===== config.mk =====
export PLATFORM = sky130hd
export DESIGN_NAME = bpb_update_ctrl
export DESIGN_NICKNAME = d
export VERILOG_FILES = /design/src/rtl/bpb_update_ctrl_pkg.sv /design/src/rtl/bpb_upd_fifo.sv /design/src/rtl/bpb_update_ctrl.sv
export SDC_FILE = /design/constraint.sdc
export NUM_CORES = 1
export LEC_CHECK = 0
export ABC_CLOCK_PERIOD_IN_PS = 12700
export CAP_MARGIN = 40
export CORE_UTILIZATION = 25
export DETAILED_ROUTE_END_ITERATION = 8
export PLACE_DENSITY = 0.54
export SLEW_MARGIN = 25
export SYNTH_ARGS = -nofsm -noshare
export SYNTH_HDL_FRONTEND = slang
export SYNTH_SLANG_ARGS = --single-unit

===== constraint.sdc =====
create_clock -name clk -period 12.7 [get_ports clk]
set_input_delay 2.54 -clock clk [delete_from_list [all_inputs] [get_ports clk]]
set_output_delay 2.54 -clock clk [all_outputs]
set_load 0.03 [all_outputs]

===== src/rtl/bpb_update_ctrl_pkg.sv =====
// rtl/bpb_update_ctrl_pkg.sv - shared types for the BPB commit-side update scheduler
package bpb_update_ctrl_pkg;

    typedef logic [31:0] word_t;

    typedef struct packed {
        logic  taken;
        word_t destpc;
    } bpb_result_t;

    typedef struct packed {
        word_t       pc;
        bpb_result_t res;
    } bpb_update_t;

    localparam int BPB_UPD_DEPTH = 4;

    typedef enum logic [1:0] {
        ST_EMPTY  = 2'd0,
        ST_ACTIVE = 2'd1,
        ST_FLUSH  = 2'd2
    } upd_state_t;

endpackage


===== src/rtl/bpb_upd_fifo.sv =====
// rtl/bpb_upd_fifo.sv - 2-write / 1-read circular buffer of BPB updates
module bpb_upd_fifo
    import bpb_update_ctrl_pkg::*;
#(
    parameter int DEPTH = BPB_UPD_DEPTH,
    parameter int CW    = $clog2(DEPTH) + 1
) (
    input  logic        clk,
    input  logic        resetn,
    input  logic        clear,
    input  logic [1:0]  wr_cnt,
    input  bpb_update_t wr_data0,
    input  bpb_update_t wr_data1,
    input  logic        pop,
    output bpb_update_t head_data,
    output logic [CW-1:0] count,
    output logic [CW-1:0] space
);

    localparam int PW = $clog2(DEPTH);

    bpb_update_t   mem [DEPTH];
    logic [PW-1:0] head;
    logic [PW-1:0] tail;
    logic [PW-1:0] tail_inc;

    // DEPTH is a power of two, so pointer arithmetic wraps on its own
    assign tail_inc  = tail + PW'(1);
    assign head_data = mem[head];
    assign space     = CW'(DEPTH) - count + CW'(pop);

    always_ff @(posedge clk) begin
        if (!clear) begin
            if (wr_cnt != 2'd0) mem[tail]     <= wr_data0;
            if (wr_cnt == 2'd2) mem[tail_inc] <= wr_data1;
        end
    end

    always_ff @(posedge clk or negedge resetn) begin
        if (!resetn) begin
            head  <= '0;
            tail  <= '0;
            count <= '0;
        end else if (clear) begin
            head  <= '0;
            tail  <= '0;
            count <= '0;
        end else begin
            head  <= head + PW'(pop);
            tail  <= tail + PW'(wr_cnt);
            count <= count + CW'(wr_cnt) - CW'(pop);
        end
    end

endmodule


===== src/rtl/bpb_update_ctrl.sv =====
// rtl/bpb_update_ctrl.sv - queues up to two resolved branches per cycle and replays them in order to the BPB lines
module bpb_update_ctrl
    import bpb_update_ctrl_pkg::*;
#(
    parameter int DEPTH  = BPB_UPD_DEPTH,
    parameter int DROP_W = 8
) (
    input  logic                     clk,
    input  logic                     resetn,
    input  logic                     stall,
    input  logic                     clear,
    input  logic [1:0]               upd_valid,
    input  word_t [1:0]              upd_pc,
    input  bpb_result_t [1:0]        upd_result,
    output logic                     wen,
    output word_t                    pc_commit,
    output bpb_result_t              destpc_commit,
    output logic [$clog2(DEPTH):0]   q_count,
    output logic                     q_full,
    output logic [DROP_W-1:0]        drop_cnt
);

    localparam int CW = $clog2(DEPTH) + 1;

    upd_state_t    state, state_nxt;
    logic          pop;
    logic          enq_en;
    logic          v1, v0, acc1, acc0;
    logic [1:0]    wr_cnt;
    logic [1:0]    drops;
    logic [CW-1:0] count, space, count_nxt;
    logic [DROP_W:0] drop_sum;
    bpb_update_t   slot1, slot0, wr_data0, head_data;

    assign slot1 = '{pc: upd_pc[1], res: upd_result[1]};
    assign slot0 = '{pc: upd_pc[0], res: upd_result[0]};

    assign wen = (state == ST_ACTIVE);
    assign pop = wen & ~stall;

    // Updates arriving with clear or during the flush cycle vanish without counting as drops
    assign enq_en = ~clear & (state != ST_FLUSH);
    assign v1     = enq_en & upd_valid[1];
    assign v0     = enq_en & upd_valid[0];
    assign acc1   = v1 && (space >= CW'(1));
    assign acc0   = v0 && (space >= (acc1 ? CW'(2) : CW'(1)));

    assign wr_cnt    = {1'b0, acc1} + {1'b0, acc0};
    assign wr_data0  = acc1 ? slot1 : slot0;
    assign drops     = {1'b0, v1 & ~acc1} + {1'b0, v0 & ~acc0};
    assign count_nxt = count + CW'(wr_cnt) - CW'(pop);
    assign drop_sum  = {1'b0, drop_cnt} + (DROP_W+1)'(drops);

    bpb_upd_fifo #(.DEPTH(DEPTH), .CW(CW)) u_fifo (
        .clk       (clk),
        .resetn    (resetn),
        .clear     (clear),
        .wr_cnt    (wr_cnt),
        .wr_data0  (wr_data0),
        .wr_data1  (slot0),
        .pop       (pop),
        .head_data (head_data),
        .count     (count),
        .space     (space)
    );

    always_ff @(posedge clk or negedge resetn) begin
        if (!resetn) begin
            state    <= ST_EMPTY;
            drop_cnt <= '0;
        end else begin
            state <= state_nxt;
            if (drop_sum[DROP_W]) drop_cnt <= '1;
            else                  drop_cnt <= drop_sum[DROP_W-1:0];
        end
    end

    always_comb begin
        state_nxt = state;
        if (clear) begin
            state_nxt = ST_FLUSH;
        end else begin
            case (state)
                ST_EMPTY:  if (wr_cnt != 2'd0)  state_nxt = ST_ACTIVE;
                ST_ACTIVE: if (count_nxt == '0) state_nxt = ST_EMPTY;
                ST_FLUSH:  state_nxt = ST_EMPTY;
                default:   state_nxt = ST_EMPTY;
            endcase
        end
    end

    assign q_count       = count;
    assign q_full        = (count == CW'(DEPTH));
    assign pc_commit     = (count != '0) ? head_data.pc  : '0;
    assign destpc_commit = (count != '0) ? head_data.res : '0;

endmodule

# Yosys cells after proc, flatten, opt, wreduce, memory -nomap -nowiden
# Memory sizes are Yosys's and may differ from the RTL's.
# Cells that the tools add are included.
# op_classes
addsub	10
order_cmp	2
n_eq_ne	6
n_mux	18
bitwise_logic	10
reduce_logical	7
# op_table
operator	count
$mux W65	1
$mux W33	1
$mux W32	1
$mux W2	6
$add A8 B2 Y9	1
$mux W8	1
$and A1 B1 Y1	6
$mux W1	6
$add A1 B1 Y2	2
$not A1 Y1	4
$pmux W2 S2	1
$add A3 B1 Y3	1
$add A3 B2 Y3	1
$eq A3 B3 Y1 const B	1
$ge A3 B1 Y1 const B	1
$ge A3 B2 Y1	1
$logic_not A3 Y1	1
$mux W3	1
$ne A3 B2 Y1 const B	1
$ne A3 B3 Y1 const B	1
$reduce_bool A3 Y1	1
$sub A3 B1 Y3	1
$sub A3 B3 Y3 const A	1
$add A2 B1 Y2	1
9 further kinds	10
# totals
ff_bits	17
mem_bits_rw	260
out_inout_bits	78
n_memories	1
# mem_list
memory	words	width	rd	rd_clocked_by_memory_dff	write_ports	line_no	rtl
u_fifo.mem	4	65	1	0	2	bpb_upd_fifo.sv:22	bpb_update_t mem [DEPTH];

# Depth between registers and ports, before layout
# logic_depth
word_depth	15
depth_mapped	21
depth_no_buf	21

# Hierarchy
# A second synthesis with hierarchy kept.
# hier_totals
cells_unflattened	904
hier_area_um2	15015.7
# by_module_without_submodules
mod	n_inst	cells_per_inst	area_per_inst_um2	seq_area_each_um2
bpb_upd_fifo	1	682	13061.3	7982.7
bpb_update_ctrl	1	222	1954.4	250.2

# Worst setup path after synthesis
# No wires, ideal clock.
# synth_timing
kind	input to register
from	in stall
to	mem u_fifo.mem[1][0] in the netlist's numbering (enable)
setup_ns	0.568
t_arrival_ns	9.378
t_required_ns	12.132
setup_slack_ns	2.755
stages	14
cell_sequence	or3_1 -> ha_1 -> inv_1 -> ha_1 -> xor2_1 -> o2111ai_2 -> ha_1 -> nand2b_1 -> a211oi_1 -> or2_2 -> ha_1 -> nand2_1 -> o21ai_0 -> nor3_1
# synth_rtl
element	line_no	rtl
from (decl)	bpb_update_ctrl.sv:10	input logic stall,
to (decl)	bpb_upd_fifo.sv:22	

==> results by group <==
Run status
  • Status: completed

Placement
  • Global placer's final weighted congestion: around 0.75
  • Pre-CTS setup slack: about 4.7 ns
  • # port buffers: approximately 210
  • Dpl hpwl: between 20 and 25 mm

Power and ir drop
  • Peak supply drop: around 0.00012 V
  • PD cells: 170.6 nW/um^2
  • Static Leak: approximately 0.0060 uW

Yosys
  • Sequential fraction of the synthesis area: 57.80%
  • Synth top area share: a little over half
  • Post-synth EDFFs: 260
  • Post-Syn Nets: a little under 1000
  • #FFs+latches synth: between 200 and 300
  • Cell taking the most area after synthesis: edfxtp_1
  • Yosys cell types: 34
  • Synth area leaders: edfxtp_1 55%, mux2_2 17%, mux4_2 10%
  • Syn Area/Cell: 17.29 sq um
  • Synth warnings: 0
  • Post-synth ARST share: under 10%
  • Synthesized area: ~14000 sq um
  • Synth Flop Type: edfxtp_1
  • Post-Synthesis Cells: 824

Finish
  • Number of diodes: 0
  • Nets@finish: roughly 1200
  • Share of layout cells above drive strength 1: roughly 38%
  • P&R area growth vs syn: 28.58%

Global routing
  • Initial antenna violation count: 6
  • GR Overflow Total: 0
  • Vias in the first global route: between 8000 and 9000
  • Pin count of the biggest net entering global routing: 38
  • Global Route Usage Sum: approximately an eighth
  • Global-route wire length before repair: between 50 and 60 mm

Hold path
  • Tightest Hold Check Type: reg2reg
  • Min-Delay Endpoint: drop_cnt[4]$_DFF_PN0_
  • Hold Path Cell Cnt: 1
  • Hold_sp: drop_cnt[4]$_DFF_PN0_

Timing
  • Slew HR: between 40% and 50%
  • RSZ-0062 raised after global routing: false
  • Setup TNS Final: 0 ns
  • Worst Max-Slew Pin Slew: between 0.7 and 0.8 ns
  • Period utilization: between 50% and 60%
  • Final Hold Vio Count: 0
  • Fin crit period: ~7.4 ns
  • Setup slack after layout: between 5 and 6 ns
  • Fmax: about 0.14 GHz
  • Clk_skew: ~0.011 ns
  • Max-slew violations: 0
  • Setup violators final: 0

Drt
  • Vias per cell: roughly 4.4
  • Via count: around 8000
  • Drt first pass iters: 4
  • # DRC: 0
  • Routed WL: roughly 37 mm
  • Drt initial violations: 370
  • Post-DR wirelength/cell: between 20 and 25 microns
  • DRT antenna net count: 0

Clocking
  • Clock Tree Buf Depth: 3
  • Num Clock Sinks: about 280
  • Post-CTS setup repair buffer count: 0
  • CTS tree: built
  • Cts bufs inserted: 34
  • Clock tree root driver cell: clkbuf_16
  • Clk pin slew, worst setup/hold paths: about 0.060 ns
  • Post-CTS Resized: 0
  • Clk_lat worst skew: around 0.52 ns
  • CTS H-tree lvls: 2
  • Hold_buf cts: 0

Floorplanning
  • Die ar.: 57930 sq um
  • # rows: a little under 90
  • Die height: ~240 microns
  • Initial Utilization: about 25%
  • # IOs: 214
  • Placeable Area: 56390 sq um
  • Width of the die: 240.7 microns

Setup path
  • Critical R2R Capture: u_fifo.mem[1][9]$_DFFE_PP_
  • Worst Path Required: around 13 ns
  • Worst-path maximum fanout: 33
  • Reg2reg path depth: 17
  • CP Launch Type: input pin
  • Type of the worst setup path: in2reg
  • Data arrival, critical path: ~7.6 ns
  • Critical path capture point type: flop
  • Crit Reg-Reg Startpoint: state[1]$_DFFE_PN0P_
  • Worst R2R Setup Slack: between 7 and 8 ns

Run
  • Max-Cap Viols: 0
==> sequential cells by signal, summed over array words and instances, names as in the netlist <==
name and cells:
u_fifo.mem 260, drop_cnt 8, u_fifo.count 3, state 2
u_fifo.head 2, u_fifo.tail 2
==> layer usage <==
layer  up-vias  part of all wire, %  wire (microns)  GRT usage (%)
met5         -                 0.21              79              0
li1       3663                    -               -              -
met4        12                  1.7             642          3.648
met2       203                   49           18440          22.22
met3        52                  6.2            2308          3.534
met1      4072                   43           15870          15.83
==> where the power goes <==
group	internal (uW)	switching, uW	leakage (uW)
combinational	457	617	0.00296
clock	541	376	0.000499
sequential	1100	30.8	0.00258
total	2100	1020	0.00603
==> worst max-delay path, cell delays in order <==
cell and delay (ns):
clkdlybuf4s50_1 0.39, or3_1 0.39, ha_1 0.19, inv_1 0.06, ha_1 0.24, nand2b_1 0.17
o2111ai_2 0.52, ha_1 0.33, nand2b_1 0.14, a211oi_1 0.40, nor2_1 0.13, ha_1 0.29
nand2b_1 0.12, nor3_1 0.07, nor2_4 0.11, buf_4 0.48, buf_4 0.60, mux2_2 0.41
==> logic make-up after synthesis <==
logic type | count (synthesis) | synth area share (%)
DFF | 277 | 57.80
adders and majority gates | 15 | 1.423
and+or+nand+nor | 117 | 4.594
AOI/OAI and AO/OA | 14 | 0.6675
muxes | 327 | 32.30
xor gates and xnor gates | 8 | 0.4919
buffers and inverters | 66 | 2.723
==> cell type report <==
type                            count  area [sq um]
Clock buffer                       42         902.1
Clock inverter                     14         115.1
Fill cell                        5565         38070
Inverter                           12         45.04
Multi-Input combinational cell    481          5697
Sequential cell                   277          8240
Tap cell                          756         945.9
Timing Repair Buffer              235          2370
==> cells in the final DEF (no fill, tap or decap), types with 2 or more instances in the layout <==
master	count
edfxtp_1	260
clkdlybuf4s50_1	213
mux2_2	211
nor2b_1	69
mux4_2	65
mux2_4	50
clkbuf_16	35
buf_4	17
dfrtp_1	15
nor2_1	14
ha_1	13
inv_1	12
nand2_1	10
clkinv_1	7
clkbuf_1	7
nand2b_1	6
xnor2_1	6
nor2_4	5
nand3_1	4
clkinv_2	4
a21oi_1	3
a31oi_1	3
xor2_1	2
a211oi_1	2
nor3_1	2
nor3_2	2
o21ai_0	2
fa_1	2
bufinv_16	2
buf_12	2
buf_16	2
dfrtp_4	2
==> through the flow <==
step / instance area (sq um) / total power (uW) / util, % / hold WS, ns / cells
final: 18320 / 3124 / 32.48 / 0.5465 / 1817
after global placement: 17190 / 2243 / 30.48 / 0.5469 / 1756
after global routing: 18320 / 3272 / 32.48 / 0.5732 / 1817
after CTS: 18270 / 3187 / 32.41 / 0.5517 / 1815
after floorplan: 14240 / 1799 / - / 0.5571 / 824
after detailed placement: 17260 / 2254 / 30.60 / 0.5462 / 1759
==> Yosys cell counts (2+ instances only) <==
cell,number
fa_1,2
mux2_2,211
a211oi_1,2
inv_1,12
buf_4,11
xor2_1,2
nor3_1,4
mux4_2,65
nor2b_1,69
xnor2_1,6
a31oi_1,4
mux2_4,50
ha_1,13
buf_2,13
dfrtp_1,17
buf_6,11
clkbuf_1,17
buf_1,2
a21oi_1,3
edfxtp_1,260
nand2b_1,6
o21ai_0,2
nor2_1,19
nand2_1,10
nand3_1,4
==> how the worst max path moves through the flow <==
stage / from / to / slack [ns] / cells past startpoint
final: stall / u_fifo.mem[1][9]$_DFFE_PP_ / 5.33 / 18
after global routing: stall / u_fifo.mem[1][9]$_DFFE_PP_ / 5.01 / 18
after CTS: stall / u_fifo.mem[1][9]$_DFFE_PP_ / 5.25 / 18
after detailed placement: stall / u_fifo.mem[1][12]$_DFFE_PP_ / 4.71 / 18
after global placement: stall / u_fifo.mem[1][18]$_DFFE_PP_ / 4.80 / 18
after floorplan: stall / u_fifo.mem[1][0]$_DFFE_PP_ / 2.75 / 14
Note: power is estimated with default switching activity, not from simulation.
==> RTL edit, RTL diff (config.mk and constraints unchanged) <==
Register the output `drop_cnt` once more, cleared by the reset; this adds one clock of latency there. The other outputs are not delayed to match.
--- a/src/rtl/bpb_update_ctrl.sv
+++ b/src/rtl/bpb_update_ctrl.sv
@@ -23,2 +23,4 @@
     localparam int CW = $clog2(DEPTH) + 1;
+
+    logic [DROP_W-1:0] drop_cnt_s0;
 
@@ -51,3 +53,3 @@
     assign count_nxt = count + CW'(wr_cnt) - CW'(pop);
-    assign drop_sum  = {1'b0, drop_cnt} + (DROP_W+1)'(drops);
+    assign drop_sum  = {1'b0, drop_cnt_s0} + (DROP_W+1)'(drops);
 
@@ -69,7 +71,7 @@
             state    <= ST_EMPTY;
-            drop_cnt <= '0;
+            drop_cnt_s0 <= '0;
         end else begin
             state <= state_nxt;
-            if (drop_sum[DROP_W]) drop_cnt <= '1;
-            else                  drop_cnt <= drop_sum[DROP_W-1:0];
+            if (drop_sum[DROP_W]) drop_cnt_s0 <= '1;
+            else                  drop_cnt_s0 <= drop_sum[DROP_W-1:0];
         end
@@ -96,2 +98,10 @@
 
+    always_ff @(posedge clk or negedge resetn) begin
+        if (!resetn) begin
+            drop_cnt <= '0;
+        end else begin
+            drop_cnt <= drop_cnt_s0;
+        end
+    end
+
 endmodule
Formal check against the unedited RTL: not equivalent (Yosys sat finds a counterexample within 4 cycles, from zero or initial values and one cycle with resetn low).
==> RTL edit against the unedited design <==
Final area up 1.1%. Power up 1.9%. Fmax up 2.9%. Area after synthesis up 1.4%. Wire length up 2.0%. Sequential cell count up 8. Worst setup slack better by 0.21 ns. Combinational power about the same. Critical path type unchanged. Critical endpoint is now u_fifo.mem[2][58]$_DFFE_PP_. Highest routed layer unchanged.
==> RTL edit: results (changes against the unedited design) <==
Flop pwr share: 36.6% (+0.3 points)
XOR/XNOR share of the synthesized area: 0.485% (-0.0068 points)
Area contributors post-synth: edfxtp_1 54%, mux2_2 16%, mux4_2 10%, mux2_4 5.2%, dfrtp_1 4.3%
Initial antenna violation count: 4 (-2)
Worst skew pair latency: 0.55 ns (+0.03 ns)
Syn Nets: 983 (+0.82%)
First-pass GRT wire length: 57200 µm (+3.0%)
Vias in the first global route: 8897 (+1.9%)
Largest regs: u_fifo.mem (260), drop_cnt (8), drop_cnt_s0 (8)
Dpl hpwl: 22700 µm (-1.0%)
RePlAce Congestion: 0.704 (-6.7%)
Register area share after synthesis: 58.4% (+0.58 points)
Final net count: 1202 (+0.84%)
Crit Path Max Fanout: 34 (+3.0%)
Leak: 0.00616 µW (+2.2%)
Post-layout util: 32.7% (+0.18 points)
Tot GR Track Use: 13.1% (+0.13 points)
Adder-Cell Fraction of Synth Area: 1.40% (-0.020 points)
First DRT Iteration DRCs: 340 (-8.1%)
CTS buffer count: 36 (+5.9%)
Via count: 8008 (+0.075%)
Met3 GRT Util: 3.35% (-0.19 points)
Status: finished, final reports clean
Multiplexer area fraction after synthesis: 31.9% (-0.45 points)
Maximum VDD drop: 0.000145 V (+17%)
Metal2 WL: 18800 µm (+2.2%)
Comb power frac: 33.6% (-0.8 points)
Final Skew: 0.0242 ns (+0.0137 ns)
Crit path DAT: 7.45 ns (-0.18 ns)
Max-slew headroom: 45.7% (-1.4 points)
Crit-path leading delay family: buffers and inverters
Post-DP Area: 17400 µm² (+1.1%)
Net switching power: 1050 µW (+2.3%)
Compound-Gate Fraction of Synth Area: 0.658% (-0.0093 points)
Initial DRT Pass Iterations: 4 (unchanged)
Met2 GRT Util: 22.4% (+0.16 points)
Per-cell routed wire length: 20.8 µm (+1.1%)
## RTL edit: final timing paths
path | from | to | slack, ns | cells past startpoint
setup / recovery | stall | u_fifo.mem[2][58]$_DFFE_PP_ | 5.54 | 16
hold / removal | drop_cnt_s0[0]$_DFF_PN0_ | drop_cnt[0]$_DFF_PN0_ | 0.37 | 0
setup reg to reg | state[1]$_DFFE_PN0P_ | u_fifo.mem[2][58]$_DFFE_PP_ | 7.52 | 15
hold reg to reg | drop_cnt_s0[0]$_DFF_PN0_ | drop_cnt[0]$_DFF_PN0_ | 0.37 | 0
max in group asynchronous | resetn | u_fifo.head[0]$_DFF_PN0_ | 10.04 | 2
min in group asynchronous | resetn | state[0]$_DFFE_PN0P_ | 2.36 | 2
## RTL edit: final cells by class
type	instances	area [µm²]
fill	5543	38200
tap	756	946
sequential	285	8440
clock inverter	17	95.1
inverter	12	45.0
multi-input combinational	481	5700
clock buffer	47	985
timing repair buffer	235	2320
